<file path="config.mk">
export PLATFORM = sky130hd
export DESIGN_NAME = trigger_power_detect
export DESIGN_NICKNAME = d
export VERILOG_FILES = /design/src/rtl/trigger_pkg.sv /design/src/rtl/power_sum8.sv /design/src/rtl/trigger_power_detect.sv
export SDC_FILE = /design/constraint.sdc
export NUM_CORES = 2
export LEC_CHECK = 0
export ABC_CLOCK_PERIOD_IN_PS = 11740
export BUFFER_PORTS_ARGS = -buffer_cell sky130_fd_sc_hd__buf_2
export CORE_ASPECT_RATIO = 0.75
export CORE_MARGIN = 2
export CORE_UTILIZATION = 31
export DETAILED_ROUTE_END_ITERATION = 6
export GPL_ROUTABILITY_DRIVEN = 0
export PLACE_DENSITY = 0.52
export REMOVE_ABC_BUFFERS = 1
export SLEW_MARGIN = 20
export SYNTH_ARGS = -nofsm -noshare
export SYNTH_HDL_FRONTEND = slang
export SYNTH_HIERARCHICAL = 1
export SYNTH_SLANG_ARGS = --single-unit
</file>
<file path="constraint.sdc">
create_clock -name aclk -period 11.74 [get_ports aclk]
set_input_delay 2.348 -clock aclk [delete_from_list [all_inputs] [get_ports aclk]]
set_output_delay 2.348 -clock aclk [all_outputs]
set_load 0.02 [all_outputs]
</file>
<file path="src/rtl/trigger_pkg.sv">
// rtl/trigger_pkg.sv - shared constants, FSM states and sample helpers for the power trigger
package trigger_pkg;

  localparam int NSAMP = 8;
  localparam int NBITS = 12;
  localparam int SQ_W  = 23;
  localparam int PWR_W = 26;

  typedef enum logic [1:0] {
    ST_DISARMED = 2'd0,
    ST_ARMED    = 2'd1,
    ST_HOLDOFF  = 2'd2
  } trig_state_e;

  // Sample k of the packed bus, k=0 is the oldest sample.
  function automatic logic [NBITS-1:0] get_sample(input logic [NSAMP*NBITS-1:0] bus, input int k);
    return bus[k*NBITS +: NBITS];
  endfunction

  // Square via magnitude so -2048 squares to 4194304 inside 23 unsigned bits.
  function automatic logic [SQ_W-1:0] square_sample(input logic [NBITS-1:0] s);
    logic [NBITS-1:0] mag;
    mag = s[NBITS-1] ? (~s + 1'b1) : s;
    return SQ_W'(mag) * SQ_W'(mag);
  endfunction

endpackage

</file>
<file path="src/rtl/power_sum8.sv">
// rtl/power_sum8.sv - two-stage square-and-sum pipeline producing per-clock power
module power_sum8 #(
  parameter int NSAMP = trigger_pkg::NSAMP,
  parameter int NBITS = trigger_pkg::NBITS
) (
  input  logic                          clk_i,
  input  logic                          rst_i,
  input  logic [NSAMP*NBITS-1:0]        dat_i,
  output logic [trigger_pkg::PWR_W-1:0] power_o
);
  import trigger_pkg::*;

  logic [SQ_W-1:0]  sq_d [NSAMP];
  logic [SQ_W-1:0]  sq_q [NSAMP];
  logic [PWR_W-1:0] power_d;
  logic [PWR_W-1:0] power_q;

  // Stage 1 combinational: square every sample of the incoming word.
  always_comb begin
    for (int k = 0; k < NSAMP; k++) begin
      sq_d[k] = square_sample(get_sample(dat_i, k));
    end
  end

  // Stage 2 combinational: the sum of eight 23-bit squares always fits 26 bits.
  always_comb begin
    power_d = '0;
    for (int k = 0; k < NSAMP; k++) begin
      power_d = power_d + PWR_W'(sq_q[k]);
    end
  end

  // Pipeline registers; they run regardless of the trigger state.
  always_ff @(posedge clk_i or posedge rst_i) begin
    if (rst_i) begin
      for (int k = 0; k < NSAMP; k++) begin
        sq_q[k] <= '0;
      end
      power_q <= '0;
    end else begin
      sq_q    <= sq_d;
      power_q <= power_d;
    end
  end

  assign power_o = power_q;

endmodule

</file>
<file path="src/rtl/trigger_power_detect.sv">
// rtl/trigger_power_detect.sv - power threshold trigger with holdoff FSM; TRIG_POWER_SCALER_EN adds the trigger scaler
module trigger_power_detect #(
  parameter int NSAMP  = trigger_pkg::NSAMP,
  parameter int NBITS  = trigger_pkg::NBITS,
  parameter int HOLD_W = 16
) (
  input  logic                          aclk,
  input  logic                          reset_i,
  input  logic [NSAMP*NBITS-1:0]        dat_i,
  input  logic [trigger_pkg::PWR_W-1:0] thresh_i,
  input  logic [HOLD_W-1:0]             holdoff_i,
  input  logic                          arm_i,
  input  logic                          disarm_i,
  input  logic                          scaler_clr_i,
  output logic                          trig_o,
  output logic                          armed_o,
  output logic [trigger_pkg::PWR_W-1:0] power_o,
  output logic [31:0]                   trig_count_o
);
  import trigger_pkg::*;

  trig_state_e       state_q, state_d;
  logic [HOLD_W-1:0] cnt_q, cnt_d;
  logic              trig_q, trig_d;
  logic [PWR_W-1:0]  power;
  logic              hit;

  power_sum8 #(
    .NSAMP(NSAMP),
    .NBITS(NBITS)
  ) u_power_sum8 (
    .clk_i  (aclk),
    .rst_i  (reset_i),
    .dat_i  (dat_i),
    .power_o(power)
  );

  // Equal power must not trigger.
  assign hit = power > thresh_i;

  // Next state: disarm beats everything, arm only matters from DISARMED.
  always_comb begin
    state_d = state_q;
    cnt_d   = cnt_q;
    trig_d  = 1'b0;
    if (disarm_i) begin
      state_d = ST_DISARMED;
    end else begin
      case (state_q)
        ST_DISARMED: begin
          if (arm_i) state_d = ST_ARMED;
        end
        ST_ARMED: begin
          if (hit) begin
            state_d = ST_HOLDOFF;
            cnt_d   = holdoff_i;
            trig_d  = 1'b1;
          end
        end
        ST_HOLDOFF: begin
          if (cnt_q == '0) state_d = ST_ARMED;
          else             cnt_d   = cnt_q - 1'b1;
        end
        default: state_d = ST_DISARMED;
      endcase
    end
  end

  // State, holdoff counter and registered trigger pulse.
  always_ff @(posedge aclk or posedge reset_i) begin
    if (reset_i) begin
      state_q <= ST_DISARMED;
      cnt_q   <= '0;
      trig_q  <= 1'b0;
    end else begin
      state_q <= state_d;
      cnt_q   <= cnt_d;
      trig_q  <= trig_d;
    end
  end

  assign trig_o  = trig_q;
  assign armed_o = (state_q == ST_ARMED);
  assign power_o = power;

`ifdef TRIG_POWER_SCALER_EN
  logic [31:0] trig_count_q;

  // Scaler counts each trigger pulse as it is issued; clear has priority.
  always_ff @(posedge aclk or posedge reset_i) begin
    if (reset_i) begin
      trig_count_q <= '0;
    end else if (scaler_clr_i) begin
      trig_count_q <= '0;
    end else if (trig_d) begin
      trig_count_q <= trig_count_q + 32'd1;
    end
  end

  assign trig_count_o = trig_count_q;
`else
  logic unused_scaler_clr;
  assign unused_scaler_clr = scaler_clr_i;
  assign trig_count_o      = '0;
`endif

endmodule

</file>
* Word-level counts from Yosys, hierarchy flattened *
Index checks and enable logic that the tools add are counted.

word-level totals
  input port bits = 143
  bits in read-only memories = 0
  memory bits (writable) = 0
  logic and storage cells = 77
  latch bits = 0
  output and inout port bits = 60
  memories kept = 0
  flip-flop bits (word level) = 229

cells by class
  magnitude comparators = 1
  bitwise operators = 9
  shift operators = 0
  equal/unequal tests = 7
  $add $sub $neg = 16
  multipliers = 8
  reduce and logical (&&, ||, !) cells = 5
  divide/modulo/power cells = 0
  muxes and demuxes = 19

operator list
  cell                                                   count
  multiplier 12 x 12 -> 23 bit                           8
  adder 26 x 23 -> 26 bit                                6
  adder 12 x 1 -> 12 bit, second input constant          8
  two-way mux 12 bit                                     8
  NOT 12 bit                                             8
  two-way mux 16 bit                                     2
  one-hot mux 16 bit (2 select lines)                    1
  > comparator 26 bit                                    1
  adder 23 x 23 -> 24 bit                                1
  logical NOT 16 bit                                     1
  subtractor 16 x 1 -> 16 bit, second input constant     1
  two-way mux 2 bit                                      4
  inequality test 3 bit, second input constant           2
  one-hot mux 2 bit (3 select lines)                     1
  AND reduction 4 bit                                    1
  two-way mux 1 bit                                      3
  inequality test 3 x 2 -> 1 bit, second input constant  1
  AND reduction 3 bit                                    1
  == test 2 x 1 -> 1 bit, second input constant          1
  == test 2 bit, second input constant                   1
  logical NOT 2 bit                                      1
  inequality test 2 x 1 -> 1 bit, second input constant  1
  inequality test 2 bit, second input constant           1
  nonzero test 2 bit                                     1
  NOT 1 bit                                              1

* Logic depth before layout (Yosys ltp) *
  depth in word-level cells = 7
  depth in mapped cells = 27
  mapped depth without buffers = 26

* Modules after synthesis *
Netlist, hierarchy kept.

modules (own cells, without submodules)
  module                instances  cells each  seq. area each (um^2)  area each (um^2)
  power_sum8            1          4417        5054.8                 40425.0
  trigger_power_detect  1          270         475.5                  2138.3

* Worst setup path after synthesis *
No wires, ideal clock.

  path kind = input port to flip-flop
  from = input port dat_i[60]
  to = register u_power_sum8/sq_q[68] (netlist bit)
  slack = 3.178 ns
  setup time = 0.129 ns
  cell stages on the path = 24
  arrival = 8.433 ns
  path buffers = 1
  cells stage by stage = clkinv_1 -> ha_1 -> or3b_2 -> o31ai_1 -> xor2_1 -> clkbuf_1 -> or2_2 -> fa_1 -> inv_1 -> fa_1 -> inv_1 -> fa_1 -> inv_1 -> fa_1 -> inv_1 -> fa_1 -> inv_1 -> ha_1 -> or4_1 -> o21a_1 -> or2_2 -> a211o_1 -> a211oi_1 -> xnor2_1

RTL lines
  element               RTL line                   source
  from (decl)           trigger_power_detect.sv:9  input logic [NSAMP*NBITS-1:0] dat_i,
  to (signal assigned)  power_sum8.sv:41           sq_q <= sq_d;
  to (decl)             power_sum8.sv:14           logic [SQ_W-1:0] sq_q [NSAMP];

==> metrics.md <==
| Metric | Value |
|---|---|
| Post-DP HPWL | `93600 um` |
| Setup Crit Path Kind | `input pin to flop` |
| Post-Synth XOR/XNOR Area | `5.51%` |
| Max-slew violation count | `0` |
| Adder-cell share of the synthesized area | `49.9%` |
| Yosys cell types | `86` |
| CTS tree | `done` |
| N_diodes | `0` |
| Post-CTS Resized | `0` |
| Die X | `432 um` |
| Total number of vias | `30300` |
| Routed WL per cell | `15.8 um` |
| Detail Route Antenna Nets | `0` |
| First-pass GRT wire length | `175000 um` |
| Critical Path Start Type | `input pin` |
| Std cell rows | `117` |
| Setup TNS | `0 ns` |
| Max clock buf depth | `3` |
| Io pins | `203` |
| Area Growth Syn to Fin | `9.61%` |
| Largest net degree at the start of global routing | `80` |
| Sequential-to-total area share from yosys stat | `13.0%` |
| CTS clk-pin slew, worst paths | `0.06 ns` |
| CP Max Fanout | `10` |
| NumNets Final | `6314` |
| Root Driver | `clkbuf_16` |
| Drt drc | `0` |
| Multiplexer share of the synthesized area | `0.121%` |
| Relative slew margins | `24.5%` |
| H-tree depth | `1` |
| Post-synthesis simple-gate area fraction | `10.7%` |
| Synthesized instance count | `4687` |
| Final setup viols | `0` |
| Async SR Flop Fraction | `100%` |
| Worst-Skew Late Latency | `0.57 ns` |
| Post-DR vias/cell | `4.50` |
| Achievable frequency | `109 MHz` |
| Post-CTS Hold Buffers | `0` |
| Clock sinks | `221` |
| Post-synth top flop | `dfrtp_1` |
| Fin Clk Skew | `0.0310 ns` |
| Ys Warns | `6` |
| Remaining global-route overflow | `0` |
| Setup crit end kind | `flop` |
| Vias in the first global route | `31600` |
| Yosys reg bits | `221` |
| Worst-Margin Slew | `1.13 ns` |
| Setup Fix Bufs, Post-CTS | `0` |
| Die H | `325 um` |
| Status | `finished clean` |
| WP data arrival | `9.60 ns` |
| Req. time, crit path | `12.15 ns` |
| Layout cells sized above 1 | `5.66%` |
| Final worst-path cycle share | `78.3%` |
| Cts bufs inserted | `26` |
| Synthesized area per cell | `9.08 um2` |
| Mapped cell area | `42600 um2` |
| Routed wire length | `106000 um` |
| R2R setup slack | `6.75 ns` |
| EDFF count, synth | `0` |
| Largest family of logic cells by synthesized area | `adder cells` |
| Most common cell after layout, fill and taps aside | `inv_1` |
| Drt first-iter violations | `1543` |
| Final Hold Fails | `0` |
| Initial antenna violation count | `5` |
| Drt first pass iters | `7` |
| Starting density of the core | `31.3%` |
| Core Region | `136000 um2` |
| Synth Area in Compound Gates | `8.03%` |
| Die area | `140000 um2` |
| Most frequent cells in the layout | `1313 x inv_1, 757 x fa_1, 487 x ha_1` |
| Max Cap Viol | `0` |
| Port Buffers | `169` |
| Aggregate global-route resource usage | `15.6%` |
| Min-Delay Path Class | `flop to flop` |
| Final Critical Period | `9.20 ns` |
| RSZ-0062 raised after global routing | `false` |
path summary, 6_finish.rpt:
path	from	to	cells past startpoint
worst max-delay path	dat_i[0]	u_power_sum8/sq_q[182]	25
worst min-delay path	cnt_q[14]	cnt_q[14]	1
worst max register to register	u_power_sum8/sq_q[94]	u_power_sum8/power_o[24]	16
worst min register to register	cnt_q[14]	cnt_q[14]	1
max in group asynchronous	reset_i	u_power_sum8/sq_q[89]	3
min in group asynchronous	reset_i	u_power_sum8/power_o[0]	2
worst max-delay path, cell delays in order:
cell and delay, ns:
buf_2 0.29, clkinv_1 0.44, ha_1 0.40, nand2b_1 0.16, xnor2_1 0.60, inv_2 0.27, nor2_1 0.21, inv_1 0.08
fa_1 0.50, inv_1 0.05, fa_1 0.47, inv_1 0.05, fa_1 0.47, inv_1 0.05, fa_1 0.47, inv_1 0.05
fa_1 0.47, inv_1 0.04, ha_1 0.34, nand3_1 0.11, a2111oi_0 0.72, o31a_1 0.28, a41o_1 0.20, a21oi_1 0.07
xnor2_1 0.44
routing by layer:
metal / up-vias / share of wire, % / GRT usage (%)
met5: - / 0.032 / 0
met4: 4 / 2.2 / 2.99
met3: 91 / 4.7 / 2.20
met2: 497 / 42 / 23.2
met1: 15100 / 51 / 24.1
li1: 14600 / - / -
cell usage after synthesis (all sizes together), types with 9 or more instances:
library cell / count / area, um2
dfrtp: 221 / 5530
a21oi: 135 / 676
buf: 38 / 273
clkinv: 12 / 45.0
nor3: 41 / 205
inv: 1320 / 4950
and2: 11 / 68.8
xor2: 82 / 718
xnor2: 186 / 1630
a211oi: 18 / 135
o41ai: 10 / 87.6
nor2b: 34 / 213
o31a: 10 / 87.6
or3: 22 / 138
o31ai: 24 / 185
or4: 9 / 71.3
a21o: 49 / 368
nor4: 19 / 155
nand4: 20 / 125
o21ai: 105 / 526
o21bai: 9 / 67.6
ha: 487 / 6090
or2: 13 / 81.3
nand3: 24 / 120
fa: 757 / 15200
clkbuf: 35 / 131
and3: 12 / 75.1
o22ai: 9 / 56.3
nor2: 462 / 1760
nand2: 295 / 1110
a31oi: 20 / 125
nand2b: 35 / 219
o21a: 45 / 338
cell families after synthesis:
group / Yosys count
buffers and inverters: 1405
adder cells (fa/ha/maj): 1244
AND/OR/NAND/NOR: 1022
AO/OA/AOI/OAI: 519
XOR/XNOR: 268
flip-flops: 221
multiplexers: 5
other: 3
per-stage QoR:
step / std cells / instance area, um2 / setup slack [ns] / util, % / hold WS [ns]
after floorplan: 4703 / 42500 / 3.22 / - / 0.501
after global placement: 6683 / 45800 / 2.13 / 33.7 / 0.529
after detailed placement: 6683 / 45800 / 2.06 / 33.7 / 0.535
after CTS: 6727 / 46600 / 2.67 / 34.3 / 0.550
after global routing: 6728 / 46700 / 2.11 / 34.3 / 0.569
final: 6728 / 46700 / 2.54 / 34.3 / 0.549
state kept, by name (all words and copies together), names as in the netlist:
register	flops
cnt_q	16
state_q	2
u_power_sum8/power_o	26
u_power_sum8/sq_q	176
trig_o	1
final cells by class:
| cell class | instances | area, um2 |
|---|---|---|
| multi-input cells | 3150 | 32000 |
| clock inverters | 8 | 106 |
| well taps | 1785 | 2230 |
| repair buffers | 196 | 1070 |
| inverters | 1332 | 5010 |
| fillers | 14100 | 89300 |
| flip-flops and latches | 221 | 5530 |
| clock buffers | 36 | 728 |
Power is left out: the tool's default activity adds up to more than one toggle a clock period on the data nets, which glitch-free logic cannot reach.
